`config.mk`:
```
export PLATFORM = sky130hd
export DESIGN_NAME = xnor_correlator
export DESIGN_NICKNAME = d
export VERILOG_FILES = /design/src/rtl/xnor_correlator_pkg.sv /design/src/rtl/xnor_correlator_popcount.sv /design/src/rtl/xnor_correlator.sv
export SDC_FILE = /design/constraint.sdc
export NUM_CORES = 1
export LEC_CHECK = 0
export BUFFER_PORTS_ARGS = -buffer_cell sky130_fd_sc_hd__clkbuf_2
export CORE_MARGIN = 2
export CORE_UTILIZATION = 61
export DETAILED_ROUTE_END_ITERATION = 8
export GPL_TIMING_DRIVEN = 1
export PLACE_DENSITY = 0.85
export SLEW_MARGIN = 15
export SYNTH_ARGS = -nofsm -noshare
export SYNTH_HDL_FRONTEND = slang
export SYNTH_SLANG_ARGS = --single-unit
```
`constraint.sdc`:
```
create_clock -name clk -period 11.7 [get_ports clk]
set_input_delay 1.17 -clock clk [delete_from_list [all_inputs] [get_ports clk]]
set_output_delay 1.17 -clock clk [all_outputs]
set_load 0.1 [all_outputs]
```
`src/rtl/xnor_correlator_pkg.sv`:
```
// Shared definitions for the XNOR bit-stream correlator: FSM state encoding
// and the helper that sizes the score/threshold fields from the window width.
package xnor_correlator_pkg;

  // Correlator operating modes
  typedef enum logic [1:0] {
    IDLE  = 2'd0,
    FILL  = 2'd1,
    TRACK = 2'd2
  } state_e;

  localparam int DEFAULT_N = 8;

  // Bits needed to hold an agreeing-bit count from 0 up to and including n
  function automatic int sw_width(input int n);
    return $clog2(n + 1);
  endfunction

endpackage

```
`src/rtl/xnor_correlator_popcount.sv`:
```
// Combinational XNOR bank followed by a population count: returns how many
// window bits agree with the reference pattern.
module xnor_popcount #(
  parameter int N  = 8,
  parameter int SW = 4
) (
  input  logic [N-1:0]  window,
  input  logic [N-1:0]  pattern,
  output logic [SW-1:0] count
);

  logic [N-1:0] sim;

  // Bitwise agreement, then sum of the agreeing bits
  always_comb begin
    sim   = ~(window ^ pattern);
    count = '0;
    for (int i = 0; i < N; i++) begin
      count = count + SW'(sim[i]);
    end
  end

endmodule

```
`src/rtl/xnor_correlator.sv`:
```
// Serial sync-word detector. Incoming bits shift into an N-bit window; once
// the window is full every accepted bit is scored against the loaded pattern
// and a match pulse is raised when enough bits agree. Score, valid and match
// are registered one edge after the window update.
module xnor_correlator
  import xnor_correlator_pkg::*;
#(
  parameter  int N   = DEFAULT_N,
  parameter  int HCW = 16,
  localparam int SW  = sw_width(N)
) (
  input  logic           clk,
  input  logic           rst,
  input  logic           din_valid,
  input  logic           din,
  input  logic           pat_load,
  input  logic [N-1:0]   pat_in,
  input  logic [SW-1:0]  thresh,
  output logic [SW-1:0]  score,
  output logic           score_valid,
  output logic           match,
  output logic           locked,
  output logic [HCW-1:0] hit_count
);

  localparam logic [HCW-1:0] HIT_MAX  = '1;
  localparam logic [SW-1:0]  FILL_END = SW'(N - 1);

  state_e         state_q, state_d;
  logic [N-1:0]   sr_q, sr_d;
  logic [N-1:0]   pat_q, pat_d;
  logic [SW-1:0]  thresh_q, thresh_d;
  logic [SW-1:0]  fill_cnt_q, fill_cnt_d;
  logic           eval_q, eval_d;
  logic [SW-1:0]  score_q, score_d;
  logic           score_valid_q, score_valid_d;
  logic           match_q, match_d;
  logic [HCW-1:0] hit_count_q, hit_count_d;
  logic           shift_en;
  logic [SW-1:0]  window_score;

  // Score of the window currently held in the shift register
  xnor_popcount #(
    .N  (N),
    .SW (SW)
  ) u_popcount (
    .window  (sr_q),
    .pattern (pat_q),
    .count   (window_score)
  );

  // Mode sequencing: a load always restarts filling and discards any bit
  // arriving on the same edge; the N-th fill bit enters TRACK and is scored
  always_comb begin
    state_d    = state_q;
    fill_cnt_d = fill_cnt_q;
    eval_d     = 1'b0;
    shift_en   = 1'b0;
    if (pat_load) begin
      state_d    = FILL;
      fill_cnt_d = '0;
    end else begin
      unique case (state_q)
        IDLE: begin
          state_d = IDLE;
        end
        FILL: begin
          if (din_valid) begin
            shift_en = 1'b1;
            if (fill_cnt_q == FILL_END) begin
              state_d    = TRACK;
              fill_cnt_d = '0;
              eval_d     = 1'b1;
            end else begin
              fill_cnt_d = fill_cnt_q + 1'b1;
            end
          end
        end
        TRACK: begin
          if (din_valid) begin
            shift_en = 1'b1;
            eval_d   = 1'b1;
          end
        end
        default: begin
          state_d = IDLE;
        end
      endcase
    end
  end

  // Window, reference capture and output pulses. A pulse in flight when a
  // load arrives still emits against the old pattern, but the hit counter
  // clear takes priority over that pulse's increment.
  always_comb begin
    sr_d          = sr_q;
    pat_d         = pat_q;
    thresh_d      = thresh_q;
    score_valid_d = eval_q;
    match_d       = eval_q && (window_score >= thresh_q);
    score_d       = eval_q ? window_score : score_q;
    hit_count_d   = hit_count_q;
    if (pat_load) begin
      pat_d    = pat_in;
      thresh_d = thresh;
      sr_d     = '0;
    end else if (shift_en) begin
      sr_d = {sr_q[N-2:0], din};
    end
    if (pat_load) begin
      hit_count_d = '0;
    end else if (match_d && (hit_count_q != HIT_MAX)) begin
      hit_count_d = hit_count_q + 1'b1;
    end
  end

  // State and datapath registers, cleared asynchronously
  always_ff @(posedge clk or posedge rst) begin
    if (rst) begin
      state_q       <= IDLE;
      sr_q          <= '0;
      pat_q         <= '0;
      thresh_q      <= '0;
      fill_cnt_q    <= '0;
      eval_q        <= 1'b0;
      score_q       <= '0;
      score_valid_q <= 1'b0;
      match_q       <= 1'b0;
      hit_count_q   <= '0;
    end else begin
      state_q       <= state_d;
      sr_q          <= sr_d;
      pat_q         <= pat_d;
      thresh_q      <= thresh_d;
      fill_cnt_q    <= fill_cnt_d;
      eval_q        <= eval_d;
      score_q       <= score_d;
      score_valid_q <= score_valid_d;
      match_q       <= match_d;
      hit_count_q   <= hit_count_d;
    end
  end

  assign score       = score_q;
  assign score_valid = score_valid_q;
  assign match       = match_q;
  assign locked      = (state_q == TRACK);
  assign hit_count   = hit_count_q;

endmodule

```
Word-level counts from Yosys, hierarchy flattened
Index checks and enable logic that the tools add are counted.
- output and inout port bits: 23
- word-level logic and storage cells: 57
- bits of input ports: 17
- register bits after elaboration: 49
- muxes and demuxes: 19
- bitwise operators: 2
- reduce and logical (&&, ||, !) cells: 9
- magnitude comparators: 1
- equality and inequality tests: 7
- $add $sub $neg: 9
- operator list (operator ; number):
    $mux W16 ; 2
    $add A4 B1 Y4 ; 6
    $add A16 B1 Y16 const B ; 1
    $mux W4 ; 4
    $mux W8 ; 2
    $ne A16 B16 Y1 const B ; 1
    $not A8 Y8 ; 1
    $reduce_bool A2 Y1 ; 4
    $xor A8 B8 Y8 ; 1
    $mux W1 ; 6
    $mux W2 ; 3
    $ne A3 B3 Y1 const B ; 2
    $add A4 B1 Y4 const B ; 1
    $eq A4 B3 Y1 const B ; 1
    $ge A4 B4 Y1 ; 1
    $pmux W2 S2 ; 1
    $reduce_and A3 Y1 ; 1
    $add A1 B1 Y2 ; 1
    $eq A2 B1 Y1 const B ; 1
    $eq A2 B2 Y1 const B ; 1
    $logic_and A1 B1 Y1 ; 2
    $ne A2 B2 Y1 const B ; 1
    $pmux W1 S2 ; 1
    $reduce_and A2 Y1 ; 1
    $reduce_or A2 Y1 ; 1

Logic depth before layout (Yosys ltp)
- depth in word-level cells: 14
- depth in mapped cells: 17
- mapped depth without buffers: 16

Modules after synthesis
Synthesis repeated with hierarchy kept, for this count alone.
- cells, all modules: 249
- area, all modules: 2595.0 um^2
- by module, submodules not included (module ; sequential area each (um^2) ; instances ; cells each ; area an instance (um^2)):
    xnor_correlator ; 1226.2 ; 1 ; 224 ; 2361.0
    xnor_popcount ; 0.0 ; 1 ; 25 ; 234.0

Least setup slack after synthesis
No wires, ideal clock.
- path type: register to register
- start point: reg sr_q[0]
- end point: reg hit_count_q[5] (netlist: hit_count[5])
- required time: 11572 ps
- setup time: 128 ps
- arrival: 4236 ps
- setup slack: 7336 ps
- cell stages (with the launch flop): 16
- period minus slack after synthesis: 4364 ps
- path buffers: 1
- cells stage by stage: dfrtp_1 > xnor2_1 > ha_1 > inv_1 > fa_1 > fa_1 > fa_1 > fa_1 > xnor2_1 > ha_1 > o21a_1 > o21ai_1 > or2_1 > buf_6 > nor4_1 > mux2_1
- longest elaborated chain between the ends: 13
- ends and longest elaborated chain (item ; RTL line ; source):
    start: declaration ; xnor_correlator.sv:30 ; logic [N-1:0] sr_q, sr_d;
    start signal: assignment ; xnor_correlator.sv:132 ; sr_q <= sr_d;
    $xor A8 B8 Y8 ; xnor_correlator_popcount.sv:16 ; sim = ~(window ^ pattern);
    $not A8 Y8 ; xnor_correlator_popcount.sv:16 ;
    $add A1 B1 Y2 ; xnor_correlator_popcount.sv:19 ; count = count + SW'(sim[i]);
    $add A4 B1 Y4 (6 in a row) ; xnor_correlator_popcount.sv:19 ;
    via u_popcount.count[2] ; xnor_correlator_popcount.sv:9 ; output logic [SW-1:0] count
    $ge A4 B4 Y1 ; xnor_correlator.sv:100 ; match_d = eval_q && (window_score >= thresh_q);
    $logic_and A1 B1 Y1 ; xnor_correlator.sv:100 ;
    $logic_and A1 B1 Y1 ; xnor_correlator.sv:112 ; end else if (match_d && (hit_count_q != HIT_MAX)) begin
    $reduce_bool A2 Y1 (no line) ; - ;
    end signal: assignment ; xnor_correlator.sv:140 ; hit_count_q <= hit_count_d;
    end: declaration ; xnor_correlator.sv:38 ; logic [HCW-1:0] hit_count_q, hit_count_d;
The timed path passes the listed nets, and every way through them passes these cells.
A chain may end at the register's enable or synchronous reset.

Final worst setup path
- start point: reg sr_q[1]
- end point: reg hit_count_q[2] (netlist: hit_count[2])
- longest elaborated chain between the ends: 13
- ends and longest elaborated chain (item ; RTL line ; source):
    $xor A8 B8 Y8 ; xnor_correlator_popcount.sv:16 ;
    $not A8 Y8 ; xnor_correlator_popcount.sv:16 ;
    $add A1 B1 Y2 ; xnor_correlator_popcount.sv:19 ;
    $add A4 B1 Y4 (6 in a row) ; xnor_correlator_popcount.sv:19 ;
    via u_popcount.count[1] ; xnor_correlator_popcount.sv:9 ;
    $ge A4 B4 Y1 ; xnor_correlator.sv:100 ;
    $logic_and A1 B1 Y1 ; xnor_correlator.sv:100 ;
    via match_d ; xnor_correlator.sv:37 ; logic match_q, match_d;
    $logic_and A1 B1 Y1 ; xnor_correlator.sv:112 ;
    $reduce_bool A2 Y1 (no line) ; - ;
The timed path passes the listed nets, and every way through them passes these cells.

==> metrics.txt <==
# TYPE chip_impl_metric gauge
chip_impl_metric{name="post-synth-top-area-fraction",unit=""} 0.474
chip_impl_metric{name="finalSetupViolations",unit=""} 0
chip_impl_metric{name="cts_hold_repair.buffers",unit=""} 0
chip_impl_metric{name="syn-mean-instance-area",unit="sq um"} 10.2
chip_impl_metric{name="design.final.nets",unit=""} 321
chip_impl_metric{name="headroom_to_the_max_slew_limit",unit=""} 0.341
chip_impl_metric{name="first_global_vias",unit=""} 1890
chip_impl_metric{name="wl_per_cell",unit="microns"} 14.6
chip_impl_metric{name="initial_drc_count",unit=""} 129
chip_impl_metric{name="routed_via_density",unit=""} 5.77
chip_impl_metric{name="met3WireLength",unit="microns"} 203
chip_impl_metric{name="grt_antenna_before_repair",unit=""} 0
chip_impl_metric{name="detailed_place_hpwl",unit="mm"} 3.47
chip_impl_metric{name="finalHoldViolCount",unit=""} 0
chip_impl_metric{name="cts_max_level",unit=""} 2
chip_impl_info{name="synthTopCellsByArea",value="dfrtp_1, mux2_2, ha_1, a21oi_1, nand2_1"} 1
chip_impl_metric{name="cts_setup_buffers",unit=""} 0
chip_impl_info{name="tritoncts_clock_tree",value="built"} 1
chip_impl_metric{name="ys_seq_area_frac",unit=""} 0.474
chip_impl_info{name="final_common_cell",value="dfrtp_1"} 1
chip_impl_metric{name="drc",unit=""} 0
chip_impl_metric{name="initial_utilization",unit=""} 0.642
chip_impl_metric{name="ys_seq_elements",unit=""} 49
chip_impl_metric{name="maxCapViolations",unit=""} 0
chip_impl_info{name="cts_root_buffer",value="clkbuf_8"} 1
chip_impl_metric{name="numPortBuffers",unit=""} 39
chip_impl_metric{name="vias",unit=""} 1963
chip_impl_metric{name="hold_depth",unit=""} 1
chip_impl_metric{name="placement.cell_area",unit="sq um"} 2790
chip_impl_metric{name="final.min_clock_period",unit="ns"} 5.00
chip_impl_metric{name="routedLengthMet1",unit="mm"} 2.30
chip_impl_metric{name="synth_cells",unit=""} 254
chip_impl_metric{name="skew",unit="ns"} 0.00945
chip_impl_metric{name="reg2reg_slack",unit="ns"} 6.70
chip_impl_metric{name="grt_first_pass_wirelength",unit="mm"} 8.64
chip_impl_metric{name="grt_util_all_layers",unit=""} 0.221
chip_impl_info{name="status",value="finished, final reports clean"} 1
chip_impl_metric{name="drt_pass1_iterations",unit=""} 4
chip_impl_metric{name="power.ir.vdd_worst",unit="mV"} 0.0772
chip_impl_metric{name="insertedDiodeCount",unit=""} 0
chip_impl_metric{name="ios",unit=""} 40
chip_impl_info{name="yosys.area.top_type",value="dfrtp_1"} 1
chip_impl_metric{name="finish.utilization",unit=""} 0.721
chip_impl_info{name="setup.worst_path.class",value="register to register"} 1
chip_impl_metric{name="dp_worst_setup_slack",unit="ns"} 6.75
chip_impl_metric{name="postSynthNetCount",unit=""} 286
chip_impl_metric{name="area_growth_syn_to_layout",unit="%"} 12.3
chip_impl_info{name="worstSetupEndpointType",value="register"} 1
chip_impl_metric{name="cts_max_path_buffers",unit=""} 2
chip_impl_metric{name="global_route_congestion_overflow_total",unit=""} 0
chip_impl_metric{name="worstMarginPinSlew",unit="ns"} 0.989
chip_impl_metric{name="mappedNetlistArea",unit="sq um"} 2590
chip_impl_metric{name="placeableCoreArea",unit="sq um"} 4030
chip_impl_info{name="setup_repair_after_global_routing_missed_its_margin",value="false"} 1
chip_impl_metric{name="die_h",unit="microns"} 69.1
chip_impl_metric{name="cp_max_fo",unit=""} 21
chip_impl_metric{name="maxClockFrequency",unit="MHz"} 200
chip_impl_metric{name="pwr_density_cell",unit="nW/um^2"} 138
chip_impl_info{name="crit_path_start_kind",value="register"} 1
chip_impl_metric{name="route.met2.wl",unit="mm"} 2.38
chip_impl_metric{name="final.setup.worst_slack",unit="ns"} 6.70
chip_impl_metric{name="layout_worst_path_cycle_share",unit=""} 0.427
chip_impl_metric{name="drv_slew",unit=""} 0
chip_impl_metric{name="critical_path_arrival",unit="ns"} 5.18
chip_impl_metric{name="r2r.worst_path.cells",unit=""} 14
chip_impl_metric{name="count_of_nets_left_with_antenna_violations_after_detail_routing",unit=""} 0
chip_impl_metric{name="worst-endpoint-required",unit="ns"} 11.88
chip_impl_metric{name="placementRows",unit=""} 23
chip_impl_metric{name="cts.sinks",unit=""} 49
chip_impl_metric{name="leakage",unit="nW"} 1.33
chip_impl_metric{name="cts-resized-gates",unit=""} 0
chip_impl_metric{name="numCtsBuffers",unit=""} 5
chip_impl_metric{name="fp.dieW",unit="microns"} 69.1
chip_impl_metric{name="final_cell_area",unit="sq um"} 2910
chip_impl_metric{name="synth_cell_types",unit=""} 40
chip_impl_metric{name="design.die.area",unit="sq um"} 4780
chip_impl_info{name="top_layer",value="met4"} 1
chip_impl_metric{name="worst_skew_pair.late_latency",unit="ns"} 0.30
chip_impl_metric{name="route.final.wire_length",unit="mm"} 4.98
chip_impl_info{name="worst_hold_path_type",value="register to register"} 1
chip_impl_info{name="mostFrequentLayoutCells",value="dfrtp_1, clkbuf_2, nand2_1"} 1
chip_impl_metric{name="timing.setup.tns",unit="ns"} 0
chip_impl_metric{name="layout-drive-gt1-share",unit=""} 0.234
chip_impl_metric{name="yosys_warnings",unit=""} 0
chip_impl_metric{name="grt_start_max_net_pins",unit=""} 50
chip_impl_metric{name="clk_transition_reported_paths",unit="ns"} 0.09
chip_impl_metric{name="place.gp.congestion",unit=""} 0.767
## per-layer routing
layer | track usage | vias up
met3 | 0.0424 | 12
met5 | 0 | -
met1 | 0.301 | 948
li1 | - | 954
met2 | 0.357 | 49
met4 | 0.0719 | 0
## registers in the layout, indices dropped and copies added, names as in the netlist
name and flops:
score 4, thresh_q 4, state_q 2, fill_cnt_q 4
sr_q 8, pat_q 8, eval_q 1, score_valid 1
hit_count 16, match 1
## synthesized netlist by cell type, drive strengths merged
master and count:
a2111oi 1, a211oi 1, a21oi 23, and3b 1
buf 5, clkbuf 6, dfrtp 49, fa 4
ha 11, inv 14, mux2 15, mux2i 3
nand2 28, nand2b 2, nand3 11, nand4 3
nand4b 1, nor2 18, nor2b 6, nor3 5
nor4 4, o211ai 1, o21a 2, o21ai 7
o21bai 1, o31ai 6, o41ai 2, or2 4
or3 3, or4 7, xnor2 3, xor2 7
## per-stage QoR
step / std cells / hold slack [ns] / power, mW
detailed placement: 332 / 0.506 / 0.281
finish: 340 / 0.521 / 0.401
floorplan: 254 / 0.470 / 0.260
global route: 340 / 0.553 / 0.423
CTS: 340 / 0.525 / 0.404
global placement: 332 / 0.495 / 0.274
## kinds of logic (layout without fill, tap and decap cells)
logic type / count (synthesis) / count (layout) / share of synthesized area
adder cells (fa/ha/maj): 15 / 15 / 0.0841
AND/OR/NAND/NOR: 93 / 93 / 0.187
XOR/XNOR: 10 / 10 / 0.0339
flip-flops: 49 / 49 / 0.474
buffers and inverters: 25 / 61 / 0.0421
AO/OA/AOI/OAI: 44 / 44 / 0.103
multiplexers: 18 / 18 / 0.0769
## critical path, stage by stage (launching register included)
cell	delay (ns)
dfrtp_1	0.43
xnor2_1	0.16
ha_1	0.28
inv_1	0.05
fa_1	0.50
fa_1	0.52
fa_1	0.47
fa_1	0.50
inv_1	0.05
ha_1	0.28
a2111oi_2	0.40
or2_1	0.55
inv_1	0.22
nand3_1	0.14
mux2_1	0.32
## path summary, 6_finish.rpt
check | from | endpoint
max | sr_q[1] | hit_count[2]
min | score[1] | score[1]
max reg2reg | sr_q[1] | hit_count[2]
min reg2reg | score[1] | score[1]
max in group asynchronous | rst | state_q[0]
min in group asynchronous | rst | fill_cnt_q[1]
## layout make-up
| type | count | area, sq um |
|---|---|---|
| multi-input combinational | 180 | 1250 |
| sequential | 49 | 1230 |
| fill | 303 | 1120 |
| timing repair buffer | 39 | 195 |
| clock buffer | 7 | 86.3 |
| tap | 50 | 62.6 |
| inverter | 14 | 52.6 |
| clock inverter | 1 | 30.0 |
## power by group
part / total [mW] / leakage, nW / internal (mW) / switching, mW
sequential: 0.181 / 0.650 / 0.176 / 0.00472
clock: 0.125 / 0.0585 / 0.0697 / 0.0549
combinational: 0.0950 / 0.622 / 0.0386 / 0.0565
total: 0.401 / 1.33 / 0.285 / 0.116
Note: power is estimated with default switching activity, not from simulation.
